$ cat config.mk
export PLATFORM = sky130hd
export DESIGN_NAME = yutorina_bus_slave_regs
export DESIGN_NICKNAME = d
export VERILOG_FILES = /design/src/rtl/yutorina_bus_slave_regs.sv
export SDC_FILE = /design/constraint.sdc
export NUM_CORES = 1
export LEC_CHECK = 0
export BUFFER_PORTS_ARGS = -buffer_cell sky130_fd_sc_hd__clkbuf_2
export CORE_MARGIN = 4
export CORE_UTILIZATION = 24
export CTS_BUF_LIST = sky130_fd_sc_hd__clkbuf_4
export DETAILED_ROUTE_END_ITERATION = 12
export PLACE_DENSITY = 0.35
export SETUP_SLACK_MARGIN = 0.5
export SYNTH_ARGS = -nofsm -noshare
export SYNTH_HDL_FRONTEND = slang
export SYNTH_SLANG_ARGS = --single-unit
export TNS_END_PERCENT = 20
$ cat constraint.sdc
create_clock -name clk -period 15.5 [get_ports clk]
set_clock_uncertainty 0.05 [all_clocks]
set_input_delay 2.325 -clock clk [delete_from_list [all_inputs] [get_ports clk]]
set_output_delay 2.325 -clock clk [all_outputs]
set_load 0.01 [all_outputs]
$ cat src/rtl/yutorina_bus_slave_regs.sv
// Bus responder holding a small bank of 32-bit read/write registers.
// Answers each accepted access with a one-cycle registered rdy_ pulse after WAIT_CYCLES wait states.
module yutorina_bus_slave_regs #(
    parameter int unsigned ADDR_W      = 30,
    parameter int unsigned DATA_W      = 32,
    parameter int unsigned DEPTH_LOG2  = 3,
    parameter int unsigned WAIT_CYCLES = 1
) (
    input  logic              clk,
    input  logic              reset,
    input  logic              cs_,
    input  logic [ADDR_W-1:0] s_addr,
    input  logic              s_as_,
    input  logic              s_rw,
    input  logic [DATA_W-1:0] s_w_data,
    output logic [DATA_W-1:0] rd_data,
    output logic              rdy_
);

    localparam int unsigned DEPTH = 1 << DEPTH_LOG2;
    localparam int unsigned CNT_W = 4;
    localparam logic        READ  = 1'b1;

    typedef enum logic [1:0] {
        IDLE = 2'd0,
        WAIT = 2'd1,
        ACK  = 2'd2
    } state_t;

    state_t                  state;
    state_t                  next_state;
    logic [CNT_W-1:0]        cnt;
    logic [CNT_W-1:0]        cnt_nxt;
    logic [DEPTH_LOG2-1:0]   idx_q;
    logic [DEPTH_LOG2-1:0]   idx_nxt;
    logic                    rw_q;
    logic                    rw_nxt;
    logic [DATA_W-1:0]       wdata_q;
    logic [DATA_W-1:0]       wdata_nxt;
    logic                    wr_en;
    logic [DATA_W-1:0]       rd_data_nxt;
    logic                    rdy_nxt;
    logic [DATA_W-1:0]       regs [DEPTH];

    // Upper address bits alias onto the bank; decoding belongs to the address decoder.
    logic unused_addr_hi;
    assign unused_addr_hi = ^s_addr[ADDR_W-1:DEPTH_LOG2];

    // State and transaction latches
    always_ff @(posedge clk or posedge reset) begin
        if (reset) begin
            state   <= IDLE;
            cnt     <= '0;
            idx_q   <= '0;
            rw_q    <= READ;
            wdata_q <= '0;
        end else begin
            state   <= next_state;
            cnt     <= cnt_nxt;
            idx_q   <= idx_nxt;
            rw_q    <= rw_nxt;
            wdata_q <= wdata_nxt;
        end
    end

    // Next-state, latch updates and registered-output precompute
    always_comb begin
        next_state = state;
        cnt_nxt    = cnt;
        idx_nxt    = idx_q;
        rw_nxt     = rw_q;
        wdata_nxt  = wdata_q;
        wr_en      = 1'b0;
        case (state)
            IDLE: begin
                if (!cs_ && !s_as_) begin
                    idx_nxt    = s_addr[DEPTH_LOG2-1:0];
                    rw_nxt     = s_rw;
                    wdata_nxt  = s_w_data;
                    cnt_nxt    = CNT_W'(WAIT_CYCLES);
                    next_state = (WAIT_CYCLES != 0) ? WAIT : ACK;
                end
            end
            WAIT: begin
                cnt_nxt = cnt - CNT_W'(1);
                if (cnt <= CNT_W'(1)) begin
                    next_state = ACK;
                end
            end
            ACK: begin
                next_state = IDLE;
                wr_en      = (rw_q != READ);
            end
            default: begin
                next_state = IDLE;
            end
        endcase

        // Outputs are set up one edge ahead so rdy_/rd_data come straight from flops.
        rdy_nxt     = (next_state != ACK);
        rd_data_nxt = '0;
        if (next_state == ACK && rw_nxt == READ) begin
            rd_data_nxt = regs[idx_nxt];
        end
    end

    // Register bank; a write commits on the edge that ends ACK
    always_ff @(posedge clk or posedge reset) begin
        if (reset) begin
            for (int i = 0; i < int'(DEPTH); i++) begin
                regs[i] <= '0;
            end
        end else if (wr_en) begin
            regs[idx_q] <= wdata_q;
        end
    end

    // Registered bus return
    always_ff @(posedge clk or posedge reset) begin
        if (reset) begin
            rdy_    <= 1'b1;
            rd_data <= '0;
        end else begin
            rdy_    <= rdy_nxt;
            rd_data <= rd_data_nxt;
        end
    end

endmodule
==> reports/results.md <==
| Stage | Quantity | This run |
|:---|:---|:---|
| timing | Number of setup violations in the final report | 0 |
| timing | Final count of hold timing violations | 0 |
| global route | Largest net degree at the start of global routing | 122 |
| power | Reported leakage power | 0.00862 µW |
| die | Floorplan die area | 68300 µm² |
| critical path | Endpoint required time on the critical path | 16.04 ns |
| finish | Layout overhead on the synthesized area | 16.2% |
| die | Initial core utilization | 24.3% |
| synthesis | Leading area contributor after synthesis | sky130_fd_sc_hd__dfrtp_1 |
| timing | Min cycle time layout | 5.19 ns |
| clock network | CTS buffer count | 102 |
| critical path | Number of buffer and inverter instances along the worst setup path | 3 |
| drt | Via count of the routed design | 10200 |
| critical path | Largest fanout on the critical path | 59 |
| synthesis | EDFF count, synth | 0 |
| synthesis | FF+latch count, synth | 331 |
| place | Gp weighted congestion | 0.663 |
| synthesis | Gate Count Post-Synth | 1189 |
| timing | Max frequency | 0.193 GHz |
| critical path | Largest stage delay on the critical path | 0.85 ns |
| synthesis | Fraction of synthesized cell area taken by the top area cell type | 53.5% |
| place | Port Buffer Count | 72 |
| drt | Number of nets with antenna violations after routing | 0 |
| synthesis | Mapped Area | 15400 µm² |
| global route | GRT Resource Usage Total | 13.7% |
| critical path | Startpoint-to-endpoint class of the critical path | in2reg |
| drt | Initial DRT Pass Iterations | 8 |
| synthesis | Synth async-reset ratio | 100% |
| clock network | TritonCTS clock tree | done |
| drt | Total routed wirelength | 46.2 mm |
| power | Cell Int Power | 2030 µW |
| power | Combinational power share | 30.2% |
| global route | Via count of the first global-routing pass | 11100 |
| die | Core Box Area | 63300 µm² |
| clock network | Max clock buf depth | 3 |
| power | Part of the power in registers | 44.4% |
| die | Die Y | 261 µm |
| critical path | Capturing element type of the critical path | flip-flop |
| drt | DR DRC count | 0 |
| timing | Final worst-path cycle share | 33.5% |
| finish | # nets final | 1372 |
| global route | Initial antenna violation count | 1 |
| synthesis | Average footprint of a synthesized cell | 12.9 µm² |
| clock network | Buffer type at the clock tree root | sky130_fd_sc_hd__clkbuf_4 |
| die | Number of rows in the core area | 92 |
| drt | Wire length per cell after detailed routing | 21.0 µm |
| synthesis | Leading cell types by total area after synthesis | sky130_fd_sc_hd__dfrtp_1 53%, sky130_fd_sc_hd__mux2_2 17%, sky130_fd_sc_hd__mux2i_1 6.6% |
| clock network | # hold bufs at CTS | 0 |
| status | Outcome | completed |
| drt | Via-per-instance ratio | 4.61 |
| run | Maximum Capacitance Violations | 0 |
| die | IO Count | 100 |
| critical path | Data arrival time of the critical path | 5.73 ns |
| critical path | CP cell instances | clkbuf_2 > nor4_2 > buf_4 > mux2i_4 > buf_4 > mux2_1 > a211oi_1 > a2111oi_0 |
| critical path | Cell type group with the largest total delay on the critical path | buffers and inverters |
| clock network | Post-CTS sizing | 0 |
| synthesis | Post-synthesis cell type count | 41 |
| min path | Worst min path class | reg2reg |
| timing | Setup TNS | 0 ns |
| power | Net Switching | 1200 µW |
| finish | Fillcell total | 6633 |
| critical path | CP startpoint kind | input port |
| power | Switching Share | 37.3% |
| clock network | H-tree Lvls | 3 |
| finish | Area occupied by multi-input gates | 6750 µm² |
| synthesis | Post-Syn Nets | 1258 |
| synthesis | Number of warning messages in the yosys log | 0 |
| drt | Number of DRC markers in iteration 0 | 416 |
| finish | Combined flip-flop and latch cell area | 8290 µm² |
| power | Relative contribution of the clock network to total power | 25.4% |
| clock network | Clock transition at path regs | 0.06 ns |
| die | Horizontal die dimension | 261 µm |
| power | Worst IR Drop VDD | 0.0759 mV |
| power | Power density over the cells | 181 nW/µm² |
| synthesis | Seq/Total Area, Yosys | 53.8% |
| finish | Top library cells by usage in the layout, fill and taps aside | 328 x sky130_fd_sc_hd__dfrtp_1, 235 x sky130_fd_sc_hd__mux2_2, 145 x sky130_fd_sc_hd__clkbuf_4, 137 x sky130_fd_sc_hd__nand2_1, 99 x sky130_fd_sc_hd__mux2i_1 |
| clock network | Clk sinks | 331 |
| place | Detailed placer's ending HPWL | 24.6 mm |
| critical path | Cell type with the highest occurrence count on the critical path | sky130_fd_sc_hd__buf_4 |
| clock network | Clock insertion delay at the later pin of the skew report | 0.82 ns |
| global route | Sum of overflow across all layers after global routing | 0 |
| critical path | Worst-path cell with the longest stage delay | sky130_fd_sc_hd__a2111oi_0 |
| place | Worst-case setup slack after placement | 9.28 ns |
| timing | Worst-case headroom to the max-slew limit | 30.7% |
| clock network | Total setup buffers inserted after CTS | 0 |
| finish | Ratio of cells with drive above 1 in the final layout | 39.1% |
| timing | Count of pins over their slew limit | 0 |
| timing | Measured slew at the worst slew-check pin | 1.04 ns |
| global route | Wire length of the first global-routing pass | 70.2 mm |
| finish | Leading cell type in the layout, fill and taps excluded | sky130_fd_sc_hd__dfrtp_1 |
| timing | Final worst setup slack | 10.31 ns |
| timing | Unrepaired setup endpoints after global routing | false |
| synthesis | Primary FF master, synth | sky130_fd_sc_hd__dfrtp_1 |
cell usage after synthesis, drive strengths merged, types with 2 or more instances:
cell type / instances
a2111oi: 31
a211oi: 93
a21oi: 7
a222oi: 26
and3: 2
buf: 57
clkbuf: 31
dfrtp: 329
dfstp: 2
ha: 2
inv: 8
mux2: 289
mux2i: 102
nand2: 145
nand3: 5
nor2: 5
nor2b: 34
nor3: 4
o21ai: 4
or4: 2
logic make-up (layout without fill, tap and decap cells):
kind of cell / Yosys count / in the layout / synth area share (%)
other: 0 / 1 / 0
and+or+nand+nor: 203 / 203 / 5.86
DFF: 331 / 331 / 53.8
adders and majority gates: 2 / 2 / 0.162
muxes: 391 / 391 / 27.8
AOI/OAI and AO/OA: 166 / 166 / 9.53
buffers and inverters: 96 / 266 / 2.79
power by group through the flow:
stage / Sequential, µW / Clock [µW] / Combinational [µW]
finish: 1430 / 822 / 975
detailed placement: 1450 / 0 / 1000
CTS: 1440 / 874 / 1000
global placement: 1440 / 0 / 989
floorplan: 1330 / 0 / 760
global route: 1480 / 918 / 1080
cell type report:
class | instances | area share [%]
clock inverters | 15 | 0.546
well taps | 846 | 5.92
repair buffers | 98 | 3.11
multi-input cells | 762 | 37.8
diodes | 1 | 0.0140
flip-flops and latches | 331 | 46.3
clock buffers | 145 | 6.09
inverters | 8 | 0.224
registers in the layout, indices dropped and copies added (netlist names):
signal   cells
cnt          4
idx_q        3
rd_data     32
rdy_         1
regs       256
rw_q         1
state        2
wdata_q     32
through the flow:
stage               cells  total power (µW)  area [µm²]  hold WS [ns]  utilization, %
floorplan            1189              2090       15400         0.407               -
global placement     2045              2430       16700         0.429            26.4
detailed placement   2045              2460       16700         0.432            26.4
CTS                  2205              3320       17900         0.446            28.2
global route         2206              3480       17900         0.456            28.3
finish               2206              3230       17900         0.445            28.3
final timing paths:
kind | slack (ns) | endpoint | depth (start not counted) | startpoint
max | 10.31 | rd_data[20]$_DFF_PP0_ | 8 | s_as_
min | 0.44 | regs[49]$_DFFE_PP0P_ | 1 | regs[49]$_DFFE_PP0P_
max reg2reg | 11.57 | rd_data[20]$_DFF_PP0_ | 7 | state[1]$_DFF_PP0_
min reg2reg | 0.44 | regs[49]$_DFFE_PP0P_ | 1 | regs[49]$_DFFE_PP0P_
max in group asynchronous | 11.34 | rd_data[10]$_DFF_PP0_ | 4 | reset
min in group asynchronous | 1.65 | wdata_q[25]$_DFFE_PP0P_ | 2 | reset
per-layer routing:
metal | wire length (µm) | GRT usage, %
met1 | 21000 | 17.5
met5 | 0 | 0
met2 | 22500 | 23.2
met3 | 1850 | 2.83
met4 | 880 | 4.75
Power figures use the tool's default switching activity.
